## config.mk

```make
export PLATFORM = sky130hd
export DESIGN_NAME = lif_output_monitor
export DESIGN_NICKNAME = d
export VERILOG_FILES = /design/src/rtl/lif_output_monitor.sv
export SDC_FILE = /design/constraint.sdc
export NUM_CORES = 1
export LEC_CHECK = 0
export CAP_MARGIN = 20
export CELL_PAD_IN_SITES_DETAIL_PLACEMENT = 1
export CELL_PAD_IN_SITES_GLOBAL_PLACEMENT = 1
export CORE_ASPECT_RATIO = 0.6
export CORE_UTILIZATION = 47
export CTS_CLUSTER_SIZE = 28
export DETAILED_ROUTE_END_ITERATION = 10
export PLACE_DENSITY_LB_ADDON = 0.1
export SLEW_MARGIN = 20
export SYNTH_ARGS = -nofsm -noshare
export SYNTH_HDL_FRONTEND = slang
export SYNTH_SLANG_ARGS = --single-unit
```

## constraint.sdc

```tcl
create_clock -name clk -period 2.72 [get_ports clk]
set_clock_uncertainty 0.2 [all_clocks]
set_input_delay 0.408 -clock clk [delete_from_list [all_inputs] [get_ports clk]]
set_output_delay 0.408 -clock clk [all_outputs]
set_load 0.01 [all_outputs]
```

## src/rtl/lif_output_monitor.sv

```systemverilog
// Reader-side monitor for the LIF neuron: rebuilds vout/spike from the output pins,
// measures spike statistics over a programmable window and serves them byte-wise.
module lif_output_monitor #(
    parameter int WIN_W   = 16,
    parameter int CNT_MAX = 255
) (
    input  logic             clk,
    input  logic             rst,
    input  logic [7:0]       neu_uo,
    input  logic [7:0]       neu_uio,
    input  logic             start,
    input  logic [WIN_W-1:0] win_len,
    input  logic [3:0]       rd_addr,
    input  logic             rd_req,
    output logic [7:0]       rd_data,
    output logic             rd_valid,
    output logic             busy,
    output logic             done
);

    typedef enum logic [1:0] {IDLE = 2'd0, RUN = 2'd1, HOLD = 2'd2} state_t;

    state_t           state_q, state_d;
    logic [15:0]      v_s_q, v_s_d;
    logic             sp_s_q, sp_s_d, sp_d_q, sp_d_d;
    logic [WIN_W-1:0] remaining_q, remaining_d;
    logic [WIN_W-1:0] elapsed_q, elapsed_d;
    logic [15:0]      since_q, since_d;
    logic             seen_q, seen_d;
    logic [7:0]       spike_cnt_q, spike_cnt_d;
    logic [15:0]      first_lat_q, first_lat_d;
    logic [15:0]      last_isi_q, last_isi_d;
    logic [15:0]      min_isi_q, min_isi_d;
    logic [15:0]      peak_v_q, peak_v_d;
    logic [7:0]       rd_data_q, rd_data_d;
    logic             rd_valid_q, rd_valid_d;
    logic             done_q, done_d;
    logic             spike_ev;
    logic [7:0]       rd_byte;

    // Rising edge of the registered spike pin; a held-high spike counts once.
    assign spike_ev = sp_s_q & ~sp_d_q;

    always_comb begin
        rd_byte = 8'h00;
        case (rd_addr)
            4'd0:    rd_byte = spike_cnt_q;
            4'd1:    rd_byte = first_lat_q[15:8];
            4'd2:    rd_byte = first_lat_q[7:0];
            4'd3:    rd_byte = last_isi_q[15:8];
            4'd4:    rd_byte = last_isi_q[7:0];
            4'd5:    rd_byte = min_isi_q[15:8];
            4'd6:    rd_byte = min_isi_q[7:0];
            4'd7:    rd_byte = peak_v_q[15:8];
            4'd8:    rd_byte = peak_v_q[7:0];
            4'd9:    rd_byte = {5'b0, seen_q, state_q == RUN, state_q == HOLD};
            default: rd_byte = 8'h00;
        endcase
    end

    always_comb begin
        state_d     = state_q;
        remaining_d = remaining_q;
        elapsed_d   = elapsed_q;
        since_d     = since_q;
        seen_d      = seen_q;
        spike_cnt_d = spike_cnt_q;
        first_lat_d = first_lat_q;
        last_isi_d  = last_isi_q;
        min_isi_d   = min_isi_q;
        peak_v_d    = peak_v_q;
        done_d      = 1'b0;

        v_s_d  = {neu_uo, neu_uio[7:1], 1'b0};
        sp_s_d = neu_uio[0];
        sp_d_d = sp_s_q;

        // Reads sample the current registers, so a read alongside start sees pre-clear data.
        rd_valid_d = rd_req;
        rd_data_d  = rd_req ? rd_byte : rd_data_q;

        if (start) begin
            elapsed_d   = '0;
            since_d     = 16'h0000;
            seen_d      = 1'b0;
            spike_cnt_d = 8'h00;
            first_lat_d = 16'hFFFF;
            last_isi_d  = 16'hFFFF;
            min_isi_d   = 16'hFFFF;
            peak_v_d    = 16'h0000;
            if (win_len != '0) begin
                remaining_d = win_len;
                state_d     = RUN;
            end else begin
                state_d = HOLD;
                done_d  = 1'b1;
            end
        end else begin
            case (state_q)
                RUN: begin
                    if (elapsed_q != '1)       elapsed_d = elapsed_q + 1'b1;
                    if (since_q != 16'hFFFF)   since_d   = since_q + 16'd1;
                    remaining_d = remaining_q - 1'b1;
                    if (v_s_q > peak_v_q)      peak_v_d  = v_s_q;
                    if (spike_ev) begin
                        if (spike_cnt_q != 8'(CNT_MAX)) spike_cnt_d = spike_cnt_q + 8'd1;
                        if (!seen_q) begin
                            first_lat_d = 16'(elapsed_q);
                            seen_d      = 1'b1;
                        end else begin
                            last_isi_d = since_q;
                            if (since_q < min_isi_q) min_isi_d = since_q;
                        end
                        since_d = 16'd1;
                    end
                    if (remaining_q == 1) begin
                        state_d = HOLD;
                        done_d  = 1'b1;
                    end
                end
                IDLE, HOLD: ;
                default: state_d = IDLE;
            endcase
        end
    end

    always_ff @(posedge clk or negedge rst) begin
        if (!rst) begin
            state_q     <= IDLE;
            v_s_q       <= 16'h0000;
            sp_s_q      <= 1'b0;
            sp_d_q      <= 1'b0;
            remaining_q <= '0;
            elapsed_q   <= '0;
            since_q     <= 16'h0000;
            seen_q      <= 1'b0;
            spike_cnt_q <= 8'h00;
            first_lat_q <= 16'hFFFF;
            last_isi_q  <= 16'hFFFF;
            min_isi_q   <= 16'hFFFF;
            peak_v_q    <= 16'h0000;
            rd_data_q   <= 8'h00;
            rd_valid_q  <= 1'b0;
            done_q      <= 1'b0;
        end else begin
            state_q     <= state_d;
            v_s_q       <= v_s_d;
            sp_s_q      <= sp_s_d;
            sp_d_q      <= sp_d_d;
            remaining_q <= remaining_d;
            elapsed_q   <= elapsed_d;
            since_q     <= since_d;
            seen_q      <= seen_d;
            spike_cnt_q <= spike_cnt_d;
            first_lat_q <= first_lat_d;
            last_isi_q  <= last_isi_d;
            min_isi_q   <= min_isi_d;
            peak_v_q    <= peak_v_d;
            rd_data_q   <= rd_data_d;
            rd_valid_q  <= rd_valid_d;
            done_q      <= done_d;
        end
    end

    assign rd_data  = rd_data_q;
    assign rd_valid = rd_valid_q;
    assign done     = done_q;
    assign busy     = (state_q == RUN);

endmodule

```

Yosys cells after proc, flatten, opt, wreduce, memory -nomap -nowiden
Index checks and enable logic that the tools add are counted.
{"block": "word_totals", "ff_bits": 150, "latch_bits": 0, "mem_bits_rw": 0, "mem_bits_ro": 0, "in_bits": 40, "output_inout_bits": 11, "memories": 0}
{"block": "op_classes", "addsub": 4, "multipliers": 0, "div_mod_pow": 0, "magnitude_cmp": 2, "eq_ne": 19, "n_shift": 0, "mux": 42, "bitwise": 2, "n_reduce_logical": 22}
{"cell": "two-way mux 16 bit", "count": 26}
{"cell": "one-hot mux 8 bit (10 select lines)", "count": 1}
{"cell": "adder 16 x 1 -> 16 bit, second input constant", "count": 2}
{"cell": "two-way mux 8 bit", "count": 4}
{"cell": "inequality test 16 bit, second input constant", "count": 2}
{"cell": "equality test 16 x 1 -> 1 bit, second input constant", "count": 1}
{"cell": "equality test 4 x 3 -> 1 bit, second input constant", "count": 4}
{"cell": "greater-than comparator 16 bit", "count": 1}
{"cell": "< comparator 16 bit", "count": 1}
{"cell": "nonzero test 16 bit", "count": 1}
{"cell": "subtractor 16 x 1 -> 16 bit, second input constant", "count": 1}
{"cell": "nonzero test 2 bit", "count": 7}
{"cell": "AND reduction 2 bit", "count": 6}
{"cell": "AND reduction 3 bit", "count": 3}
{"cell": "adder 8 x 1 -> 8 bit, second input constant", "count": 1}
{"cell": "equality test 4 x 2 -> 1 bit, second input constant", "count": 2}
{"cell": "equality test 4 bit, second input constant", "count": 2}
{"cell": "inequality test 8 bit, second input constant", "count": 1}
{"cell": "two-way mux 1 bit", "count": 7}
{"cell": "two-way mux 2 bit", "count": 3}
{"cell": "equality test 4 x 1 -> 1 bit, second input constant", "count": 1}
{"cell": "logical NOT 4 bit", "count": 1}
{"cell": "inequality test 2 bit, second input constant", "count": 2}
{"cell": "one-hot mux 2 bit (2 select lines)", "count": 1}
{"cell": "other kinds (10)", "count": 10}

Longest topological paths before layout
Gate-level depths: netlist of run 1.
{"block": "logic_depth", "depth_word": 6, "ltp_mapped": 9, "depth_no_buf": 8}

Worst setup path after synthesis of run 1
OpenSTA, ideal clock, no wires.
{"block": "synth_timing", "path_kind": "register -> register", "startpoint": "register min_isi_q[6]", "endpoint": "register min_isi_q[10]", "setup_ns": 0.075, "t_arrival_ns": 2.210, "slack_ns": 0.235, "path_stages_with_launch": 10, "period_less_slack_ns": 2.485, "cell_sequence": "dfstp_2 inv_1 ha_1 and4_1 a21oi_1 o21ai_0 a211o_1 a21oi_4 buf_6 mux2i_1"}
{"block": "synth_via", "elab_chain_cells": 3}
{"element": "start: declaration", "line_no": "33", "source": "logic [15:0] min_isi_q, min_isi_d;"}
{"element": "start signal: assignment", "line_no": "157", "source": "min_isi_q <= min_isi_d;"}
{"element": "< comparator 16 bit", "line_no": "112", "source": "if (since_q < min_isi_q) min_isi_d = since_q;"}
{"element": "nonzero test 2 bit (no source line)"}
{"element": "AND reduction 4 bit (no source line)"}
No other way between the ends.
A chain may end at the register's enable or synchronous reset.

Final worst setup path of run 1
{"block": "layout_timing", "startpoint": "register min_isi_q[2]", "endpoint": "register min_isi_q[5]"}
The elaborated chain is that of the path after synthesis.

==> impl_metrics.csv, run 1 <==
group,metric,value,unit
status,status,"finished clean",
sta,tightest_slew,870,ps
placement,portBuffers,50,
placement,hpwlAfterDp,19300,um
logic_synthesis,synth_top_flop_cell,"dfrtp_1",
clock_network,clk_path_buf_depth,2,
sta,grt_setup_unrepaired,"true",
layout,final_nets,951,
drt,first_iter_violations,509,
clock_network,htreeDepth,4,
placement,place.gp.congestion,0.938,
worst_setup_path,critPathTopFamily,"compound AO/OA/AOI/OAI gates",
sta,fmax,375,MHz
sta,setup_slack,56.5,ps
drt,viasPerCell,6.11,
power_and_ir_drop,p_leak,4.10,nW
worst_setup_path,cp.arrival,2830,ps
floorplan,start_util,48.5,%
logic_synthesis,ys_types,70,
grt,grt_pass1_wl,40800,um
worst_setup_path,r2r_end,"min_isi_q[5]",
grt,grtUsageTotal,31.8,%
worst_setup_path,worst-setup-path-type,"register to register",
layout,fin_area,9570,sq um
drt,drt-total-wl,26200,um
power_and_ir_drop,ir_drop,0.374,mV
sta,final-max-slew-violation-count,0,
layout,antenna_cells,0,
logic_synthesis,synthArstFlopShare,100,%
floorplan,io_pins,51,
worst_setup_path,path_cells,"inv_1, ha_1, a21o_1, a31oi_2, o21ai_1, a211o_1, a21oi_4, buf_12, mux2i_4",
job,max_cap_viol_count,0,
layout,drive_gt1_share,17.2,%
logic_synthesis,netlist_area,7930,sq um
clock_network,cts_sinks,149,
worst_hold_path,holdPathStages,1,
worst_setup_path,cp-end-kind,"register",
sta,relSlewSlack,41.2,%
logic_synthesis,synth_warnings,0,
layout,fin_util,58.5,%
layout,fin_cells,1117,
worst_setup_path,worst-path-stages,9,
worst_setup_path,crit_path_start_kind,"register",
floorplan,die_area,17400,sq um
logic_synthesis,synth_top_area_cell,"dfrtp_1",
worst_setup_path,worstRegToRegCells,9,
drt,wl_per_cell,23.5,um
sta,post-route-period-util,97.9,%
floorplan,coreArea,16400,sq um
grt,antenna_found_initial,1,
placement,place_area,8930,sq um
worst_setup_path,path_max_fanout,10,
logic_synthesis,synthTopCellsByArea,"dfrtp_1 32%, dfstp_2 16%, ha_1 5.5%, nor2_1 4.7%, o21ai_0 2.8%",
worst_setup_path,crit-reg2reg-launch,"min_isi_q[2]",
worst_setup_path,crit_buf_inv,2,
placement,placed_cells,1084,
worst_setup_path,r2r_setup_slack,60,ps
clock_network,insertion_delay,450,ps
drt,post-route-drc-count,0,
drt,vias,6830,
grt,grt_pass1_vias,6845,
floorplan,rows,36,
sta,finalHoldViolations,0,
worst_setup_path,slowest_delay,550,ps
logic_synthesis,synth_area_per_cell,9.93,sq um
clock_network,path_clk_slew,60,ps
power_and_ir_drop,power.density,602,nW/um^2
grt,gr-total-overflow,0,
worst_setup_path,cp-startpoint,"min_isi_q[2]",
worst_hold_path,min_path_type,"input port to register",
floorplan,die_width,170,um
layout,area_delta_synth_final,20.6,%
clock_network,numCtsBuffers,17,
drt,first_pass_iters,5,
logic_synthesis,synth_edf_count,0,
logic_synthesis,syn_nets,874,
logic_synthesis,yosys_register_bits,149,
sta,period_minus_slack,2660,ps
logic_synthesis,yosys.area.top_type_share,31.9,%
worst_setup_path,cp-endpoint,"min_isi_q[5]",
placement,place_ws,-118,ps
logic_synthesis,syn_inst,799,
grt,grt_start_max_net_pins,79,
worst_setup_path,required,2880,ps
clock_network,ctsRootBufferMaster,"clkbuf_16",
sta,setup_viol,0,
logic_synthesis,yosysSeqAreaShare,47.8,%
floorplan,die_h,103,um
worst_setup_path,slowest_stage,"dfstp_2",
clock_network,cts_tree,"yes",
drt,ant_nets,0,
[area by class of cell]
type	instances	area, sq um
Inverter	48	181
Multi-Input combinational cell	566	3860
Sequential cell	149	3790
Clock buffer	20	447
Tap cell	228	285
Clock inverter	12	129
Timing Repair Buffer	94	883
Fill cell	1791	6780
[synth_stat cells, types with 8 or more instances]
cell      number
a21oi_1       36
a22o_1        20
a22oi_1       12
and2_1         8
and3_1         9
clkbuf_1      23
dfrtp_1      101
dfstp_2       48
ha_1          35
inv_1         47
mux2_2         8
mux2i_1       22
nand2_1       57
nand3_1       25
nand4_1       14
nor2_1        99
nor3_1         8
nor4_1        12
o21ai_0       45
o22a_1        17
o22ai_1       11
or3_1          9
xnor2_1       10
xor2_1        16
[power by group]
part | leakage (nW) | total [mW] | internal [mW] | switching, mW
clock network | 0.277 | 2.39 | 1.37 | 1.01
registers | 1.81 | 2.57 | 2.39 | 0.177
logic | 2.01 | 0.809 | 0.349 | 0.460
[per-layer routing]
metal,global-route usage [%],wire length [um],vias to the layer above
met1,46.7,12600,3528
met3,7.52,1840,24
met5,0,0,-
met2,47.0,11400,217
met4,8.73,337,0
li1,-,-,3061
[registers in the layout (all words and copies together) (netlist names)]
| name | count |
|---|---|
| elapsed_q | 16 |
| first_lat_q | 16 |
| last_isi_q | 16 |
| min_isi_q | 16 |
| remaining_q | 16 |
| since_q | 16 |
| peak_v_q | 15 |
| v_s_q | 15 |
| rd_data | 8 |
| spike_cnt_q | 8 |
| state_q | 2 |
| done | 1 |
| rd_valid | 1 |
| seen_q | 1 |
| sp_d_d | 1 |
| sp_d_q | 1 |
[cells by family after synthesis]
group / synth area share [%]
compound gates: 17.8
mux: 4.90
buf+inv: 4.46
fa+ha+maj: 5.52
simple gates: 16.7
flops: 47.8
xor+xnor: 2.87
[cells in the final DEF, fill, tap and decap left out, types with 9 or more instances in the layout]
cell type        netlist  routed
inv_1                 47      47
clkdlybuf4s50_1        0      48
nor4_1                12      12
ha_1                  35      35
xnor2_1               10      10
a22o_1                20      20
and3_1                 9       9
a21oi_1               36      35
xor2_1                16      16
nand3_1               25      25
o21ai_0               45      44
o22a_1                17      17
nand2_1               57      57
a22oi_1               12      12
clkbuf_16              0      17
dfstp_2               48      48
nand4_1               14      14
o22ai_1               11      11
nor2_1                99      99
buf_4                  0      38
or3_1                  9       9
mux2i_1               22      20
dfrtp_1              101     101
[worst min-delay path by stage]
| stage | from | endpoint | slack (ps) |
|---|---|---|---|
| floorplan | rst | done | -90 |
| global placement | rst | elapsed_q[14] | 220 |
| detailed placement | rst | elapsed_q[1] | 240 |
| CTS | neu_uo[4] | v_s_q[12] | 190 |
| global route | neu_uio[6] | v_s_q[6] | 190 |
| finish | neu_uo[4] | v_s_q[12] | 200 |
[metrics by stage]
step	power (mW)	hold slack (ps)	setup TNS, ps
3_3_place_gp	3.33	224	-82.9
3_5_place_dp	3.37	236	-715
6_report	5.76	200	0
2_1_floorplan	2.97	-87.6	0
5_1_grt	5.97	189	-1.85
4_1_cts	5.77	191	0
[timing repair]
item	in CTS	in global routing
setup buffers	0	0
hold buffers	1	0
endpoints found under the hold margin	22	0
gates cloned	0	0
pin swaps	0	2
gates resized for setup	4	6
endpoints found under the setup margin	23	13
Note: power is estimated with default switching activity, not from simulation.
==> run 2, diff against run 1 <==
--- a/config.mk
+++ b/config.mk
@@ -12,6 +12,7 @@
 export CORE_UTILIZATION = 47
 export CTS_CLUSTER_SIZE = 28
 export DETAILED_ROUTE_END_ITERATION = 10
+export HOLD_SLACK_MARGIN = 0.03
 export PLACE_DENSITY_LB_ADDON = 0.1
 export SLEW_MARGIN = 20
 export SYNTH_ARGS = -nofsm -noshare
==> results of run 2 <==
Final layout, timing and power as in run 1 (identical DEF).
